### src/rtl/regfile_sb_pkg.sv
// Shared CPU constants for the register file and its scoreboard.
// The optional write-to-read bypass is selected with REGFILE_BYPASS_EN.
package regfile_sb_pkg;
  localparam int CPU_XLEN   = 32;
  localparam int CPU_REG_AW = 5;
  localparam int REG_NUM    = 32;
  localparam int ZERO_REG   = 0;
endpackage

### src/rtl/regfile_scoreboard.sv
// Per-register pending-write counters: issue increments, write-back decrements, flush clears.
// REGFILE_BYPASS_EN hides busy when the only outstanding write is being written back this cycle.
module regfile_scoreboard import regfile_sb_pkg::*; #(
  parameter int REG_AW = CPU_REG_AW,
  parameter int CNT_W  = 2
) (
  input  logic              clk,
  input  logic              rst,
  input  logic              flush,
  input  logic              iss_en,
  input  logic [REG_AW-1:0] iss_addr,
  output logic              iss_ready,
  input  logic              wr_en,
  input  logic [REG_AW-1:0] wr_addr,
  input  logic [REG_AW-1:0] rs1_raddr,
  input  logic [REG_AW-1:0] rs2_raddr,
  output logic              rs1_busy,
  output logic              rs2_busy
);
  localparam logic [CNT_W-1:0]  CNT_MAX   = '1;
  localparam logic [CNT_W-1:0]  CNT_ONE   = CNT_W'(1);
  localparam logic [REG_AW-1:0] ZERO_ADDR = REG_AW'(ZERO_REG);

  logic [CNT_W-1:0] cnt [REG_NUM];
  logic             inc;
  logic             dec;

  // Issue handshake: an issue is accepted only on a cycle where iss_en and
  // iss_ready are both high; iss_en while iss_ready is low is dropped.
  assign iss_ready = (cnt[iss_addr] != CNT_MAX);
  assign inc       = iss_en && iss_ready && (iss_addr != ZERO_ADDR);
  assign dec       = wr_en && (wr_addr != ZERO_ADDR) && (cnt[wr_addr] != '0);

  always_ff @(posedge clk) begin
    if (rst || flush) begin
      for (int i = 0; i < REG_NUM; i++) cnt[i] <= '0;
    end else begin
      for (int i = 0; i < REG_NUM; i++) begin
        if (inc && iss_addr == REG_AW'(i) && !(dec && wr_addr == REG_AW'(i)))
          cnt[i] <= cnt[i] + CNT_ONE;
        else if (dec && wr_addr == REG_AW'(i) && !(inc && iss_addr == REG_AW'(i)))
          cnt[i] <= cnt[i] - CNT_ONE;
      end
    end
  end

  always_comb begin
    rs1_busy = (cnt[rs1_raddr] != '0);
    rs2_busy = (cnt[rs2_raddr] != '0);
`ifdef REGFILE_BYPASS_EN
    if (wr_en && wr_addr == rs1_raddr && rs1_raddr != ZERO_ADDR && cnt[rs1_raddr] == CNT_ONE)
      rs1_busy = 1'b0;
    if (wr_en && wr_addr == rs2_raddr && rs2_raddr != ZERO_ADDR && cnt[rs2_raddr] == CNT_ONE)
      rs2_busy = 1'b0;
`endif
  end
endmodule

### src/rtl/regfile_sb.sv
// Two-read one-write register file (x0 hardwired to zero) with a pending-write scoreboard.
// Defining REGFILE_BYPASS_EN forwards same-cycle write-back data to the read ports.
module regfile_sb import regfile_sb_pkg::*; #(
  parameter int XLEN   = CPU_XLEN,
  parameter int REG_AW = CPU_REG_AW,
  parameter int CNT_W  = 2
) (
  input  logic              clk,
  input  logic              rst,
  input  logic              wr_en,
  input  logic [REG_AW-1:0] wr_addr,
  input  logic [XLEN-1:0]   wr_data,
  input  logic [REG_AW-1:0] rs1_raddr,
  input  logic [REG_AW-1:0] rs2_raddr,
  output logic [XLEN-1:0]   rs1_rdata,
  output logic [XLEN-1:0]   rs2_rdata,
  input  logic              iss_en,
  input  logic [REG_AW-1:0] iss_addr,
  output logic              iss_ready,
  input  logic              flush,
  output logic              rs1_busy,
  output logic              rs2_busy
);
  localparam logic [REG_AW-1:0] ZERO_ADDR = REG_AW'(ZERO_REG);

  logic [XLEN-1:0] regs [REG_NUM];

  // Flush only clears the scoreboard; write-back data still lands.
  always_ff @(posedge clk) begin
    if (rst) begin
      for (int i = 0; i < REG_NUM; i++) regs[i] <= '0;
    end else if (wr_en && wr_addr != ZERO_ADDR) begin
      regs[wr_addr] <= wr_data;
    end
  end

  always_comb begin
    rs1_rdata = (rs1_raddr == ZERO_ADDR) ? '0 : regs[rs1_raddr];
    rs2_rdata = (rs2_raddr == ZERO_ADDR) ? '0 : regs[rs2_raddr];
`ifdef REGFILE_BYPASS_EN
    if (wr_en && wr_addr == rs1_raddr && rs1_raddr != ZERO_ADDR) rs1_rdata = wr_data;
    if (wr_en && wr_addr == rs2_raddr && rs2_raddr != ZERO_ADDR) rs2_rdata = wr_data;
`endif
  end

  regfile_scoreboard #(
    .REG_AW (REG_AW),
    .CNT_W  (CNT_W)
  ) u_scoreboard (
    .clk       (clk),
    .rst       (rst),
    .flush     (flush),
    .iss_en    (iss_en),
    .iss_addr  (iss_addr),
    .iss_ready (iss_ready),
    .wr_en     (wr_en),
    .wr_addr   (wr_addr),
    .rs1_raddr (rs1_raddr),
    .rs2_raddr (rs2_raddr),
    .rs1_busy  (rs1_busy),
    .rs2_busy  (rs2_busy)
  );
endmodule

### config.mk
export PLATFORM = sky130hd
export DESIGN_NAME = regfile_sb
export DESIGN_NICKNAME = d
export VERILOG_FILES = /design/src/rtl/regfile_sb_pkg.sv /design/src/rtl/regfile_scoreboard.sv /design/src/rtl/regfile_sb.sv
export SDC_FILE = /design/constraint.sdc
export NUM_CORES = 2
export LEC_CHECK = 0
export BUFFER_PORTS_ARGS = -buffer_cell sky130_fd_sc_hd__buf_4
export CORE_ASPECT_RATIO = 1.75
export CORE_MARGIN = 2
export CORE_UTILIZATION = 55
export DETAILED_ROUTE_END_ITERATION = 8
export PLACE_DENSITY = 0.71
export SETUP_SLACK_MARGIN = 0.2
export SLEW_MARGIN = 20
export SYNTH_ARGS = -nofsm -noshare
export SYNTH_HDL_FRONTEND = slang
export SYNTH_SLANG_ARGS = --single-unit
### constraint.sdc
create_clock -name clk -period 10.9 [get_ports clk]
set_input_delay 2.18 -clock clk [delete_from_list [all_inputs] [get_ports clk]]
set_output_delay 2.18 -clock clk [all_outputs]
set_load 0.01 [all_outputs]
==> run summary <==
Buf+Inv Stages, Crit Path: 3
FILL cells: 7941
GRT Util Overall: 35.9%
Worst Path Required: 8.72 ns
Critical Path AT: 5.48 ns
Highest-count cells in the layout ignoring fill and taps: edfxtp_1, and2_1, mux4_2
P_leak: 22.1 nW
Max-slew headroom: 23.3%
H-tree Lvls: 3
Setup Crit Path Kind: in -> out
Max-capacitance violation count: 0
Cell taking the most area after synthesis: edfxtp_1
Post-route ant nets: 0
Pin count of the biggest net entering global routing: 131
Avg WL per Cell: 37.3 um
Vias per inst: 7.13
R2r setup slk: 7.77 ns
Cell count after synthesis: 3824
Asr flop ratio synth: 0%
DR DRC count: 0
Starting density of the core: 55.4%
Number of global-route vias before repair: 38200
CTS Buffer Depth: 3
Post-synthesis sequential area ratio: 54.9%
P&R area growth vs syn: 9.30%
TritonRoute pass-1 iters: 6
Post-CTS setup buffers: 0
Core area: 107000 sq um
Buffers on Ports: 123
Die X: 253 um
Clock-pin slew on the worst setup and hold paths: 0.06 ns
Register area: 32700 sq um
Slowest cell on the critical path: buf_8
Max-slew violations: 0
Clock Latency Late Sink: 0.74 ns
Most common cell after layout, fill and taps aside: edfxtp_1
DPL Wire Length: 109 mm
Worst Hold Class: reg -> reg
Grt ovf: 0
Die height: 439 um
Synth Area per Inst: 15.6 sq um
Number of DRC markers in iteration 0: 5575
Largest cells by area after synthesis: edfxtp_1, mux4_2, and2_1, clkbuf_1, nor2_1
Crit-path max cell delay: 0.65 ns
CP top delay family: multiplexers
DRT Wirelength: 195 mm
Initial antenna violation count: 20
CTS resizes: 0
Final hold vios: 0
FP Rows: 159
Worst path most repeated cell: mux4_2
Clk sinks: 1088
Total number of vias: 37300
# IOs: 124
Max IR drop VDD: 0.165 mV
CTS tree: done
Crit-path max FO: 82
Final setup fails: 0
Tot Pwr: 9.91 mW
PwrDens: 152 nW/um^2
F_max: 130 MHz
Synthesized cell area: 59500 sq um
Final Skew: 0.0377 ns
Die area: 111000 sq um
Critical Path Start Type: primary input
RSZ-0062 raised after global routing: no
Share of cells above drive strength 1: 28.9%
Status: complete, no violations
Worst-Margin Slew: 1.15 ns
Root Buffer: clkbuf_16
Final critical-path share of the clock period: 70.3%
First-pass GRT wire length: 275 mm
Cell variety after synth: 61
Crit. End Element: primary output
Post-synth EDFFs: 1088
NumNets Final: 3833
Yosys warns: 0
#FFs+latches synth: 1088
Post-CTS Hold Fix Bufs: 0
Multi-input gate area: 25700 sq um
Setup tns final: 0 ns
Top FF cell, synth: edfxtp_1
Min Tclk post-route: 7.66 ns
CTS buffer count: 101
Crit-path cells: buf_8 -> buf_12 -> mux4_2 -> mux4_2 -> mux2i_1 -> nor2_1 -> buf_4
Top-area cell type share of the netlist area: 54.9%
GP Congestion: 0.956
==> Yosys cell counts (2+ instances only) <==
library cell,n
edfxtp_1,1088
and2_1,963
mux4_2,667
clkbuf_1,325
nor2_1,187
mux2i_1,66
nand2_1,60
buf_1,59
nand3_1,39
and3_1,35
or2_2,34
nor3_1,33
xnor2_1,30
xor2_1,30
a21oi_1,23
o21ai_0,17
o211ai_1,16
nor4_1,14
a211oi_1,12
nand2b_1,10
nand3b_1,10
or3_1,10
nor2b_1,9
nand4_1,8
buf_2,6
o31ai_1,6
a21o_1,5
or4_1,5
buf_4,4
nor3b_1,4
nor4_2,4
or2_1,4
buf_6,3
inv_1,3
nor3_2,3
a22oi_1,2
nand4_2,2
o21a_1,2
o21ai_2,2
or3b_1,2
or4_4,2
==> power breakdown <==
part           total [mW]  internal [mW]  leakage [nW]  switching, mW
clock network        3.61           1.99          1.60           1.62
registers            4.97           4.84          10.5          0.129
logic                1.33          0.605          10.0          0.728
==> through the flow <==
| step | cell area, sq um | worst slack [ns] | util [%] | hold WS, ns | cells |
|---|---|---|---|---|---|
| 2_1_floorplan | 59700 | 4.36 | - | 0.598 | 3857 |
| 3_3_place_gp | 61800 | 3.29 | 57.5 | 0.616 | 5041 |
| 3_5_place_dp | 61800 | 3.28 | 57.5 | 0.624 | 5041 |
| 4_1_cts | 65100 | 3.28 | 60.6 | 0.633 | 5224 |
| 5_1_grt | 65100 | 3.08 | 60.6 | 0.654 | 5226 |
| 6_report | 65100 | 3.24 | 60.6 | 0.630 | 5232 |
==> layer usage <==
metal / share of wire, % / GRT usage, % / wire length (um) / vias to the layer above
met5: 0.029 / 0 / 57 / -
met4: 8.4 / 25.4 / 16400 / 8
met3: 11 / 7.78 / 22000 / 754
met2: 49 / 57.8 / 95000 / 2747
met1: 32 / 43.3 / 61500 / 19200
li1: - / - / - / 14600
==> path summary, 6_finish.rpt <==
check                                  to  cells past startpoint                     from
setup / recovery            rs2_rdata[23]                      7             rs2_raddr[0]
hold / removal    u_scoreboard.cnt[25][0]                      1  u_scoreboard.cnt[25][0]
setup reg to reg  u_scoreboard.cnt[12][1]                      7  u_scoreboard.cnt[10][0]
hold reg to reg   u_scoreboard.cnt[25][0]                      1  u_scoreboard.cnt[25][0]
==> final cells by class <==
type	count	area share, %
flip-flops and latches	1088	50.2
multi-input cells	2369	39.5
clock buffers	115	4.00
well taps	1368	2.63
repair buffers	213	2.61
clock inverters	68	1.01
diodes	8	0.0308
inverters	3	0.0173
==> logic make-up (layout without fill, tap and decap cells) <==
logic type	after synthesis	after routing	synth area share [%]
mux	734	734	26.4
flops	1088	1088	54.9
buf+inv	400	399	2.60
xor+xnor	60	60	0.883
compound gates	95	95	1.07
other cells	1	42	0.00630
simple gates	1446	1446	14.2
==> registers in the layout, summed over array words and instances (netlist names) <==
signal,flops
u_scoreboard.cnt,64
regs,1024
Note: power is estimated with default switching activity, not from simulation.
